[src/rtl/qcs_dyn_pre_gen_pkg.sv]
// Shared types, amplitude and tone tables for the pre-generated STF/LTF response path.
package qcs_dyn_pre_gen_pkg;

    typedef enum logic [1:0] {GammaP1 = 2'd0, GammaPj = 2'd1, GammaM1 = 2'd2, GammaMj = 2'd3} gamma_e;
    typedef enum logic [1:0] {Bw20 = 2'd0, Bw40 = 2'd1, Bw80 = 2'd2, BwRsvd = 2'd3} bw_e;

    localparam int unsigned DATA_W_DEF = 12;
    localparam int          AMP        = 1 << (DATA_W_DEF - 2);

    // Bit {subband, tone}: *_NZ marks a populated tone, *_NEG marks a -1 component.
    // LTF is real-valued, so it carries no Q tables.
    localparam logic [255:0] STF_NZ    = {4{64'h1111_1111_1111_1110}};
    localparam logic [255:0] STF_I_NEG =
        256'hA5C3_0F96_3C5A_E187_5A3C_F069_C3A5_1E78_9696_3C3C_0FF0_A55A_6969_C3C3_F00F_5AA5;
    localparam logic [255:0] STF_Q_NEG =
        256'h3C96_A50F_C369_5AE1_96A5_0FC3_69F0_E15A_5A5A_9696_C30F_3CA5_A5A5_6969_0F3C_C35A;
    localparam logic [255:0] LTF_NZ    = {4{64'hFFFF_FFC0_07FF_FFFE}};
    localparam logic [255:0] LTF_I_NEG =
        256'h6D2B_91E4_C75A_083F_B1E9_4D26_7A0C_F358_2E94_D6B1_05F7_8AC3_9B4E_21D7_C68F_3A50;

    function automatic logic cfg_invalid(input int unsigned bw, input int unsigned sys_bw,
                                         input int unsigned ntx);
        return (bw == 32'(BwRsvd)) || (bw > sys_bw) || (ntx == 0) || (ntx > 8);
    endfunction

endpackage

[src/rtl/qcs_dyn_pre_gen_rsp_if.sv]
// Read request / sample response bundle between the sample consumer and the response block.
interface qcs_dyn_pre_gen_rsp_if #(
    parameter int unsigned ADDR_W = 8,
    parameter int unsigned DATA_W = 12
);
    logic                     nhtp_ltf;
    logic                     nhtp_re;
    logic [ADDR_W-1:0]        nhtp_raddr;
    logic                     rsp_valid;
    logic signed [DATA_W-1:0] rsp_i;
    logic signed [DATA_W-1:0] rsp_q;
    logic [ADDR_W-1:0]        rsp_addr;
    logic [7:0]               rsp_lane_en;
    logic                     busy;

    modport master (
        output nhtp_ltf, nhtp_re, nhtp_raddr,
        input  rsp_valid, rsp_i, rsp_q, rsp_addr, rsp_lane_en, busy
    );

    modport slave (
        input  nhtp_ltf, nhtp_re, nhtp_raddr,
        output rsp_valid, rsp_i, rsp_q, rsp_addr, rsp_lane_en, busy
    );
endinterface

[src/rtl/qcs_dyn_pre_gen_rom.sv]
// Pre-generated STF/LTF tone store: {table, subband, tone} -> I/Q of 0 or +/-AMP,
// registered read with one cycle of latency.
module qcs_dyn_pre_gen_rom
    import qcs_dyn_pre_gen_pkg::*;
#(
    parameter int unsigned DATA_W  = 12,
    parameter int          AMP_VAL = AMP
) (
    input  logic                     clk,
    input  logic [8:0]               idx,
    output logic signed [DATA_W-1:0] rd_i,
    output logic signed [DATA_W-1:0] rd_q
);
    localparam logic signed [DATA_W-1:0] POS = DATA_W'(AMP_VAL);
    localparam logic signed [DATA_W-1:0] NEG = DATA_W'(-AMP_VAL);

    logic [7:0] sel;
    logic       nz_i, neg_i, nz_q, neg_q;

    always_comb begin
        sel = idx[7:0];
        if (idx[8]) begin
            nz_i  = LTF_NZ[sel];
            neg_i = LTF_I_NEG[sel];
            nz_q  = 1'b0;
            neg_q = 1'b0;
        end else begin
            nz_i  = STF_NZ[sel];
            neg_i = STF_I_NEG[sel];
            nz_q  = STF_NZ[sel];
            neg_q = STF_Q_NEG[sel];
        end
    end

    always_ff @(posedge clk) begin
        rd_i <= nz_i ? (neg_i ? NEG : POS) : '0;
        rd_q <= nz_q ? (neg_q ? NEG : POS) : '0;
    end

endmodule

[src/rtl/qcs_dyn_pre_gen_rsp.sv]
// Response pipeline for pre-generated STF/LTF samples: per-burst config latch, ROM lookup,
// gamma rotation and subband masking over three register stages.
module qcs_dyn_pre_gen_rsp
    import qcs_dyn_pre_gen_pkg::*;
#(
    parameter int unsigned ADDR_W    = 8,
    parameter int unsigned BW_W      = 2,
    parameter int unsigned SUBBAND_W = 4,
    parameter int unsigned GAMMA_W   = 8,
    parameter int unsigned DATA_W    = 12
) (
    input  logic                 clk,
    input  logic                 reset,
    qcs_dyn_pre_gen_rsp_if.slave bus,
    input  logic [BW_W-1:0]      txconfig_bw,
    input  logic [BW_W-1:0]      sys_bw_mode,
    input  logic [SUBBAND_W-1:0] config_mu_subband_present,
    input  logic [GAMMA_W-1:0]   config_gamma_rotation,
    input  logic [3:0]           n_tx,
    input  logic                 nhtp_4ch,
    output logic                 cfg_err
);
    localparam int unsigned SB_W = ADDR_W - 6;

    typedef enum logic [0:0] {StIdle, StBurst} state_e;

    state_e               state_q;
    logic                 cfg_err_q, ltf_q, dup_q;
    logic [BW_W-1:0]      bw_q;
    logic [SUBBAND_W-1:0] mask_q;
    logic [GAMMA_W-1:0]   gamma_q;
    logic [7:0]           lane_q;

    logic                 start, bad_cfg, cur_ltf, cur_dup, cur_err;
    logic [7:0]           lane_new, cur_lane;
    logic [BW_W-1:0]      cur_bw;
    logic [SUBBAND_W-1:0] cur_mask;
    logic [GAMMA_W-1:0]   cur_gamma;

    // The burst's first request sees the live config; later ones see the latched copy.
    assign start     = (state_q == StIdle) && bus.nhtp_re;
    assign bad_cfg   = cfg_invalid(32'(txconfig_bw), 32'(sys_bw_mode), 32'(n_tx));
    assign lane_new  = bad_cfg ? 8'h00 : 8'((9'd1 << n_tx) - 9'd1);
    assign cur_ltf   = start ? bus.nhtp_ltf : ltf_q;
    assign cur_dup   = start ? nhtp_4ch : dup_q;
    assign cur_err   = start ? bad_cfg : cfg_err_q;
    assign cur_bw    = start ? txconfig_bw : bw_q;
    assign cur_mask  = start ? config_mu_subband_present : mask_q;
    assign cur_gamma = start ? config_gamma_rotation : gamma_q;
    assign cur_lane  = start ? lane_new : lane_q;
    assign cfg_err   = cfg_err_q;

    always_ff @(posedge clk) begin
        if (reset) begin
            state_q   <= StIdle;
            cfg_err_q <= 1'b0;
            ltf_q     <= 1'b0;
            dup_q     <= 1'b0;
            bw_q      <= '0;
            mask_q    <= '0;
            gamma_q   <= '0;
            lane_q    <= '0;
        end else begin
            unique case (state_q)
                StIdle: if (bus.nhtp_re) begin
                    state_q   <= StBurst;
                    cfg_err_q <= bad_cfg;
                    ltf_q     <= bus.nhtp_ltf;
                    dup_q     <= nhtp_4ch;
                    bw_q      <= txconfig_bw;
                    mask_q    <= config_mu_subband_present;
                    gamma_q   <= config_gamma_rotation;
                    lane_q    <= lane_new;
                end
                StBurst: if (!bus.nhtp_re) state_q <= StIdle;
            endcase
        end
    end

    logic [SB_W-1:0] req_sb;
    logic            sb_on, req_zero;
    gamma_e          req_gam;
    logic [8:0]      req_idx;

    always_comb begin
        req_sb  = bus.nhtp_raddr[ADDR_W-1:6];
        sb_on   = 1'b0;
        req_gam = GammaP1;
        for (int k = 0; k < int'(SUBBAND_W); k++) begin
            if (int'(req_sb) == k) begin
                sb_on   = cur_mask[k];
                req_gam = gamma_e'(cur_gamma[2*k +: 2]);
            end
        end
        req_zero = cur_err || !sb_on || (32'(req_sb) >= (32'd1 << cur_bw));
        // Duplicate mode reads subband 0 but keeps the requested subband's rotation.
        req_idx  = {cur_ltf, cur_dup ? 2'b00 : req_sb[1:0], bus.nhtp_raddr[5:0]};
    end

    logic                     s1_vld_q, s2_vld_q, s1_zero_q, s2_zero_q;
    logic [ADDR_W-1:0]        s1_addr_q, s2_addr_q;
    logic [8:0]               s1_idx_q;
    gamma_e                   s1_gam_q, s2_gam_q;
    logic [7:0]               s1_lane_q, s2_lane_q;
    logic signed [DATA_W-1:0] rom_i, rom_q, rot_i, rot_q;

    qcs_dyn_pre_gen_rom #(
        .DATA_W  (DATA_W),
        .AMP_VAL (1 << (DATA_W - 2))
    ) u_rom (
        .clk  (clk),
        .idx  (s1_idx_q),
        .rd_i (rom_i),
        .rd_q (rom_q)
    );

    function automatic logic signed [DATA_W-1:0] neg_sat(input logic signed [DATA_W-1:0] x);
        if (x == {1'b1, {(DATA_W-1){1'b0}}}) return {1'b0, {(DATA_W-1){1'b1}}};
        return -x;
    endfunction

    always_comb begin
        rot_i = rom_i;
        rot_q = rom_q;
        unique case (s2_gam_q)
            GammaP1: begin rot_i = rom_i;          rot_q = rom_q;          end
            GammaPj: begin rot_i = neg_sat(rom_q); rot_q = rom_i;          end
            GammaM1: begin rot_i = neg_sat(rom_i); rot_q = neg_sat(rom_q); end
            GammaMj: begin rot_i = rom_q;          rot_q = neg_sat(rom_i); end
        endcase
    end

    logic                     rsp_valid_q;
    logic signed [DATA_W-1:0] rsp_i_q, rsp_q_q;
    logic [ADDR_W-1:0]        rsp_addr_q;
    logic [7:0]               rsp_lane_q;

    always_ff @(posedge clk) begin
        if (reset) begin
            s1_vld_q    <= 1'b0;
            s1_addr_q   <= '0;
            s1_idx_q    <= '0;
            s1_zero_q   <= 1'b0;
            s1_gam_q    <= GammaP1;
            s1_lane_q   <= '0;
            s2_vld_q    <= 1'b0;
            s2_addr_q   <= '0;
            s2_zero_q   <= 1'b0;
            s2_gam_q    <= GammaP1;
            s2_lane_q   <= '0;
            rsp_valid_q <= 1'b0;
            rsp_i_q     <= '0;
            rsp_q_q     <= '0;
            rsp_addr_q  <= '0;
            rsp_lane_q  <= '0;
        end else begin
            s1_vld_q    <= bus.nhtp_re;
            s1_addr_q   <= bus.nhtp_raddr;
            s1_idx_q    <= req_idx;
            s1_zero_q   <= req_zero;
            s1_gam_q    <= req_gam;
            s1_lane_q   <= cur_lane;
            s2_vld_q    <= s1_vld_q;
            s2_addr_q   <= s1_addr_q;
            s2_zero_q   <= s1_zero_q;
            s2_gam_q    <= s1_gam_q;
            s2_lane_q   <= s1_lane_q;
            rsp_valid_q <= s2_vld_q;
            rsp_addr_q  <= s2_vld_q ? s2_addr_q : '0;
            rsp_i_q     <= (s2_vld_q && !s2_zero_q) ? rot_i : '0;
            rsp_q_q     <= (s2_vld_q && !s2_zero_q) ? rot_q : '0;
            if (s2_vld_q) rsp_lane_q <= s2_lane_q;
        end
    end

    assign bus.rsp_valid   = rsp_valid_q;
    assign bus.rsp_i       = rsp_i_q;
    assign bus.rsp_q       = rsp_q_q;
    assign bus.rsp_addr    = rsp_addr_q;
    assign bus.rsp_lane_en = rsp_lane_q;
    assign bus.busy        = (state_q == StBurst) || s1_vld_q || s2_vld_q || rsp_valid_q;

endmodule
[src/flat_wrapper.sv]
// flat-port wrapper written by rule: the top's interface ports become plain ports
module qcs_dyn_pre_gen_rsp_flat import qcs_dyn_pre_gen_pkg::*;
#(
    parameter int unsigned ADDR_W    = 8,
    parameter int unsigned BW_W      = 2,
    parameter int unsigned SUBBAND_W = 4,
    parameter int unsigned GAMMA_W   = 8,
    parameter int unsigned DATA_W    = 12
)
  (clk, reset, txconfig_bw, sys_bw_mode, config_mu_subband_present, config_gamma_rotation, n_tx, nhtp_4ch, cfg_err, bus_nhtp_ltf, bus_nhtp_re, bus_nhtp_raddr, bus_rsp_valid, bus_rsp_i, bus_rsp_q, bus_rsp_addr, bus_rsp_lane_en, bus_busy);
  qcs_dyn_pre_gen_rsp_if #(.ADDR_W(ADDR_W), .DATA_W(DATA_W)) bus_i ();
  input  logic clk;
  input  logic reset;
  input  logic [BW_W-1:0] txconfig_bw;
  input  logic [BW_W-1:0] sys_bw_mode;
  input  logic [SUBBAND_W-1:0] config_mu_subband_present;
  input  logic [GAMMA_W-1:0] config_gamma_rotation;
  input  logic [3:0] n_tx;
  input  logic nhtp_4ch;
  output logic cfg_err;
  input wire logic [$bits(bus_i.nhtp_ltf)-1:0] bus_nhtp_ltf;
  input wire logic [$bits(bus_i.nhtp_re)-1:0] bus_nhtp_re;
  input wire logic [$bits(bus_i.nhtp_raddr)-1:0] bus_nhtp_raddr;
  output wire logic [$bits(bus_i.rsp_valid)-1:0] bus_rsp_valid;
  output wire logic [$bits(bus_i.rsp_i)-1:0] bus_rsp_i;
  output wire logic [$bits(bus_i.rsp_q)-1:0] bus_rsp_q;
  output wire logic [$bits(bus_i.rsp_addr)-1:0] bus_rsp_addr;
  output wire logic [$bits(bus_i.rsp_lane_en)-1:0] bus_rsp_lane_en;
  output wire logic [$bits(bus_i.busy)-1:0] bus_busy;
  assign bus_i.nhtp_ltf = bus_nhtp_ltf;
  assign bus_i.nhtp_re = bus_nhtp_re;
  assign bus_i.nhtp_raddr = bus_nhtp_raddr;
  assign bus_rsp_valid = bus_i.rsp_valid;
  assign bus_rsp_i = bus_i.rsp_i;
  assign bus_rsp_q = bus_i.rsp_q;
  assign bus_rsp_addr = bus_i.rsp_addr;
  assign bus_rsp_lane_en = bus_i.rsp_lane_en;
  assign bus_busy = bus_i.busy;
  qcs_dyn_pre_gen_rsp #(.ADDR_W(ADDR_W), .BW_W(BW_W), .SUBBAND_W(SUBBAND_W), .GAMMA_W(GAMMA_W), .DATA_W(DATA_W)) u_core (.clk(clk), .reset(reset), .bus(bus_i), .txconfig_bw(txconfig_bw), .sys_bw_mode(sys_bw_mode), .config_mu_subband_present(config_mu_subband_present), .config_gamma_rotation(config_gamma_rotation), .n_tx(n_tx), .nhtp_4ch(nhtp_4ch), .cfg_err(cfg_err));
endmodule
[config.mk]
export PLATFORM = sky130hd
export DESIGN_NAME = qcs_dyn_pre_gen_rsp_flat
export DESIGN_NICKNAME = d
export VERILOG_FILES = /design/src/rtl/qcs_dyn_pre_gen_pkg.sv /design/src/rtl/qcs_dyn_pre_gen_rsp_if.sv /design/src/rtl/qcs_dyn_pre_gen_rom.sv /design/src/rtl/qcs_dyn_pre_gen_rsp.sv /design/src/flat_wrapper.sv
export SDC_FILE = /design/constraint.sdc
export NUM_CORES = 1
export LEC_CHECK = 0
export ABC_AREA = 1
export CAP_MARGIN = 40
export CORE_UTILIZATION = 35
export DETAILED_ROUTE_END_ITERATION = 10
export SETUP_SLACK_MARGIN = 0.2
export SLEW_MARGIN = 10
export SYNTH_ARGS = -nofsm -noshare
export SYNTH_HDL_FRONTEND = slang
export SYNTH_SLANG_ARGS = --single-unit
[constraint.sdc]
create_clock -name clk -period 2.3 [get_ports clk]
set_input_delay 0.575 -clock clk [delete_from_list [all_inputs] [get_ports clk]]
set_output_delay 0.575 -clock clk [all_outputs]
set_load 0.02 [all_outputs]
# [After elaboration in Yosys (flattened, before gate mapping)]
# Memories as Yosys holds them, arrays and structs flattened.
# Index checks and enable logic that the tools add are counted.
[word_totals] ff_bits=140 mem_bits_ro=1280 output_inout_bits=43 memories=5
[op_classes] n_addsub=3 order_cmp=4 n_eq_ne=9 n_shift=2 muxes=42 bitwise=3 n_reduce_logical=19
[memory_table] name="(no name shown)" depth=256 width=1 rd=1 rd_clocked_by_memory_dff=0 write_ports=0 line_no="qcs_dyn_pre_gen_rom.sv:31" text="neg_q = STF_Q_NEG[sel];"
[memory_table] name="(no name shown)" depth=256 width=1 rd=1 rd_clocked_by_memory_dff=0 write_ports=0 line_no="qcs_dyn_pre_gen_rom.sv:30" text="nz_q = STF_NZ[sel];"
[memory_table] name="(no name shown)" depth=256 width=1 rd=1 rd_clocked_by_memory_dff=0 write_ports=0 line_no="qcs_dyn_pre_gen_rom.sv:29" text="neg_i = STF_I_NEG[sel];"
[memory_table] name="(no name shown)" depth=256 width=1 rd=1 rd_clocked_by_memory_dff=0 write_ports=0 line_no="qcs_dyn_pre_gen_rom.sv:24" text="neg_i = LTF_I_NEG[sel];"
[memory_table] name="(no name shown)" depth=256 width=1 rd=1 rd_clocked_by_memory_dff=0 write_ports=0 line_no="qcs_dyn_pre_gen_rom.sv:23" text="nz_i = LTF_NZ[sel];"
[op_table] operator="2-to-1 mux 12 bit" n=8
[op_table] operator="case mux 12 bit (4 select lines)" n=2
[op_table] operator=">= comparator 2 x 32 -> 1 bit" n=1
[op_table] operator="<< shifter 1 x 2 -> 32 bit, first input constant" n=1
[op_table] operator="equality test 12 bit, second input constant" n=2
[op_table] operator="2-to-1 mux 8 bit" n=3
[op_table] operator="negation 12 bit" n=2
[op_table] operator="2-to-1 mux 1 bit" n=23
[op_table] operator="equality test 2 bit, second input constant" n=5
[op_table] operator="2-to-1 mux 2 bit" n=5
[op_table] operator="less-than comparator 8 x 9 -> 1 bit, second input constant" n=1
[op_table] operator="logical OR 1 bit" n=8
[op_table] operator="<< shifter 1 x 4 -> 8 bit, first input constant" n=1
[op_table] operator="subtractor 8 x 1 -> 8 bit, second input constant" n=1
[op_table] operator="OR reduction 2 bit" n=3
[op_table] operator="equality test 2 x 1 -> 1 bit, second input constant" n=2
[op_table] operator="> comparator 4 bit, second input constant" n=1
[op_table] operator="zero test 2 bit" n=2
[op_table] operator="zero test 4 bit" n=1
[op_table] operator="2-to-1 mux 4 bit" n=1
[op_table] operator="NOT 1 bit" n=3
[op_table] operator="> comparator 2 bit" n=1
[op_table] operator="logical AND 1 bit" n=2
[op_table] operator="zero test 1 bit" n=2
[op_table] operator="AND reduction 2 bit" n=1

# [Logic depth before layout (Yosys ltp)]
[logic_depth] word_depth=10 depth_mapped=14

# [Cells and area by module]
# From an unflattened synthesis, not the netlist that was laid out.
[unflattened] cells_unflattened=951 area_unflattened_um2=6318.6
[modules_own_cells] module="qcs_dyn_pre_gen_rsp" instances=1 cells_each=682 area_each_um2=4875.9 seq_area_each_um2=2182.1
[modules_own_cells] module="qcs_dyn_pre_gen_rom" instances=1 cells_each=269 area_each_um2=1442.6 seq_area_each_um2=80.1

# [Least setup slack after synthesis]
# OpenSTA, ideal clock, no wires.
[synth_path] kind="input-to-reg" start="input bus_nhtp_re" end="register u_core.s1_zero_q" setup_ns=0.129 arrival_time_ns=2.109 path_slack_ns=0.062 cell_stages=13 cell_sequence="nand2_2 buf_4 buf_2 o21ai_0 inv_1 nor2_1 ha_1 inv_1 a21boi_0 o21ai_0 nand3_1 o21ai_0 o21ai_0"
[synth_via] elab_chain_len=9 word_cells_on_any_way=13
[synth_lines] item="start, declared" line_no="flat_wrapper.sv:22" text="input wire logic [$bits(bus_i.nhtp_re)-1:0] bus_nhtp_re;"
[synth_lines] item="logical AND 1 bit *" line_no="qcs_dyn_pre_gen_rsp.sv:41" text="assign start = (state_q == StIdle) && bus.nhtp_re;"
[synth_lines] item="parallel branches: the longest is 7 deep, another holds >= comparator 2 x 32 -> 1 bit"
[synth_lines] item="logical OR 1 bit *" line_no="qcs_dyn_pre_gen_rsp.sv:95" text="req_zero = cur_err || !sb_on || (32'(req_sb) >= (32'd1 << cur_bw));"
[synth_lines] item="end signal, assigned" line_no="qcs_dyn_pre_gen_rsp.sv:160" text="s1_zero_q <= req_zero;"
[synth_lines] item="end, declared" line_no="qcs_dyn_pre_gen_rsp.sv:100" text="logic s1_vld_q, s2_vld_q, s1_zero_q, s2_zero_q;"
# Mark *: on every way between the ends.
# A chain may end at the register's enable or synchronous reset.

==> flow_summary.ini <==
[sta]
min_period_ps = 2030
clock.fmax_ghz = 0.493
worstMarginPinSlew_ps = 580
slew_headroom = 0.613
rsz0062_at_grt = true
skew_ps = 9.27
whs_ps = 404
fin_crit_sh = 0.882
hold_viol = 0
setup_violations = 0
drv_slew = 0

[logic_synthesis]
yosysTopAreaCell = dfxtp_1
netlist_instances = 625
syn_nets = 676
yosysSeqAreaShare = 0.422
yosysWarnings = 0
yosys.cell_types.count = 39
syn_avg_cell_area_um2 = 7.20
synthTopCellsByArea = dfxtp_1, nand2_1, nor2_1
synth_top_area_frac = 0.422
ys_seq_elements = 95
syn_area_um2 = 4500

[route]
wl_um = 10800
wl_per_cell_um = 12.3
avgViaCountPerCell = 4.71
final_antenna_net_count = 0
vias = 4133
dr.pass1.iters = 5
drt_iter0_markers = 263
drc = 0

[grt]
grt_pass1_vias = 3917
antenna_found_initial = 0
grt_max_degree = 57
grt_pass1_wl_um = 18000
track_usage = 0.172
grt_overflow = 0

[die]
start_util = 0.358
die_h_um = 115
ios = 76
dieArea_um2 = 13300
die_x_um = 115
rows = 41
core_um2 = 12600

[min_path]
hold_class = flip-flop to flip-flop
hold_start = u_core.s1_addr_q[6]

[final_layout]
fill_cells = 1295
drive_gt1_frac = 0.105
layout_commonest_cell = nand2_1
layout.nets = 752
syn2layout_area_growth_pct = 28.2
diodes = 0
final_cell_mix = nand2_1, nor2_1, dfxtp_1, inv_1, clkdlybuf4s50_1
fin_area_um2 = 5770

[worst_setup_path]
start_kind = flip-flop
path_buf_inv = 1
crit_start = u_core.bus.rsp_i[9]
cp_max_fo = 10
critPathTopFamily = buffers and inverters
cp_slowest_cell = clkdlybuf4s50_1
worstPathCellList = clkdlybuf4s50_1
crit_required_ps = 1730
r2r_start = u_core.s1_idx_q[0]
slowest_delay_ps = 650
endpoint_kind = primary output
arrival_ps = 1450
path_class = flip-flop to primary output

[placed_design]
place_congestion = 0.888
dp_hpwl_um = 7820
post_dp_cell_area_um2 = 5390
place.port_buffers = 75

[power_and_ir_drop]
power_density_nw_per_um2 = 663
peakVddDrop_mv = 0.396
p_sw_mw = 1.09
switching_share = 0.284
power_mw = 3.83
internal_power_mw = 2.74
power_frac_seq = 0.464
combPwrFrac = 0.159
clkPwrFrac = 0.377
p_leak_nw = 2.83

[clocking]
cts_buffers = 9
htreeDepth = 3
clk_path_buf_depth = 2
path_clk_slew_ps = 70
clock_sinks = 95
cts_tree = built
clock_latency_ps = 340
clock-root-buffer = clkbuf_16

[run_status]
status = complete, no violations

[job]
drv_cap = 0
## per-stage QoR
stage | instances | utilization | setup TNS [ps] | worst slack, ps
floorplan | 625 | - | 0 | 234
global placement | 858 | 0.429 | -275 | -268
detailed placement | 858 | 0.429 | -449 | -355
CTS | 874 | 0.452 | 0 | 201
global route | 878 | 0.459 | 0 | 176
finish | 878 | 0.459 | 0 | 272
## synth_stat cells (all sizes together)
master,count
nor3,7
a221oi,1
nand4,1
a41oi,1
xor2,1
inv,84
o21ai,30
nand2,119
o21a,1
nand3b,2
clkbuf,6
a31oi,1
nand3,48
ha,18
nor2,116
mux2i,10
nor4,1
a21oi,34
buf,32
o211ai,4
a21boi,1
or2,6
o22ai,2
xnor2,1
o2111ai,1
a32oi,1
dfxtp,95
clkinv,1
## power by group through the flow
| stage | Combinational, mW | Clock [mW] | Sequential, mW |
|---|---|---|---|
| finish | 0.608 | 1.44 | 1.78 |
| global route | 0.681 | 1.56 | 1.79 |
| CTS | 0.592 | 1.49 | 1.78 |
| detailed placement | 0.589 | 0 | 1.81 |
| global placement | 0.582 | 0 | 1.81 |
| floorplan | 0.381 | 0 | 1.81 |
## sequential cells by signal, indices dropped and copies added (netlist names), 4 cells and up
register / flops
u_core.bus.rsp_lane_en: 8
u_core.bus.rsp_addr: 8
u_core.s2_addr_q: 8
u_core.s1_idx_q: 9
u_core.s2_lane_q: 8
u_core.lane_q: 8
u_core.gamma_q: 8
u_core.mask_q: 4
u_core.s1_lane_q: 8
## kinds of logic after synthesis
logic type | Yosys count | share of synthesized area
fa+ha+maj | 18 | 0.0500
compound gates | 77 | 0.0942
mux | 10 | 0.0222
xor+xnor | 2 | 0.00389
buf+inv | 123 | 0.129
simple gates | 300 | 0.278
flops | 95 | 0.422
## timing repair
action,4_1_cts,5_1_grt
hold buffers,0,0
pin swaps,0,4
buffers inserted,0,4
endpoints found under the setup margin,5,23
resized for setup,4,26
## final timing paths
kind	to	slack, ps	cells past startpoint
max	bus_rsp_i[4]	270	1
max reg2reg	u_core.u_rom.rd_i[11]	330	14
min reg2reg	u_core.s2_addr_q[6]	400	2
min	u_core.s2_addr_q[6]	400	2
## routing by layer
metal	wire (um)	part of all wire	vias up	GRT usage
met3	630	0.058	14	0.0434
met1	5060	0.47	1892	0.220
met2	4930	0.46	134	0.279
met4	197	0.018	0	0.0684
li1	-	-	2093	-
met5	0	0	-	0
## layout make-up
| cell class | count | area, um^2 | share of cell area |
|---|---|---|---|
| tap | 172 | 215 | 0.0373 |
| sequential | 95 | 1910 | 0.331 |
| clock buffer | 9 | 225 | 0.0390 |
| multi-input combinational | 407 | 2050 | 0.355 |
| clock inverter | 7 | 66.3 | 0.0115 |
| timing repair buffer | 103 | 982 | 0.170 |
| inverter | 85 | 325 | 0.0564 |
(Power assumes the default switching activity.)
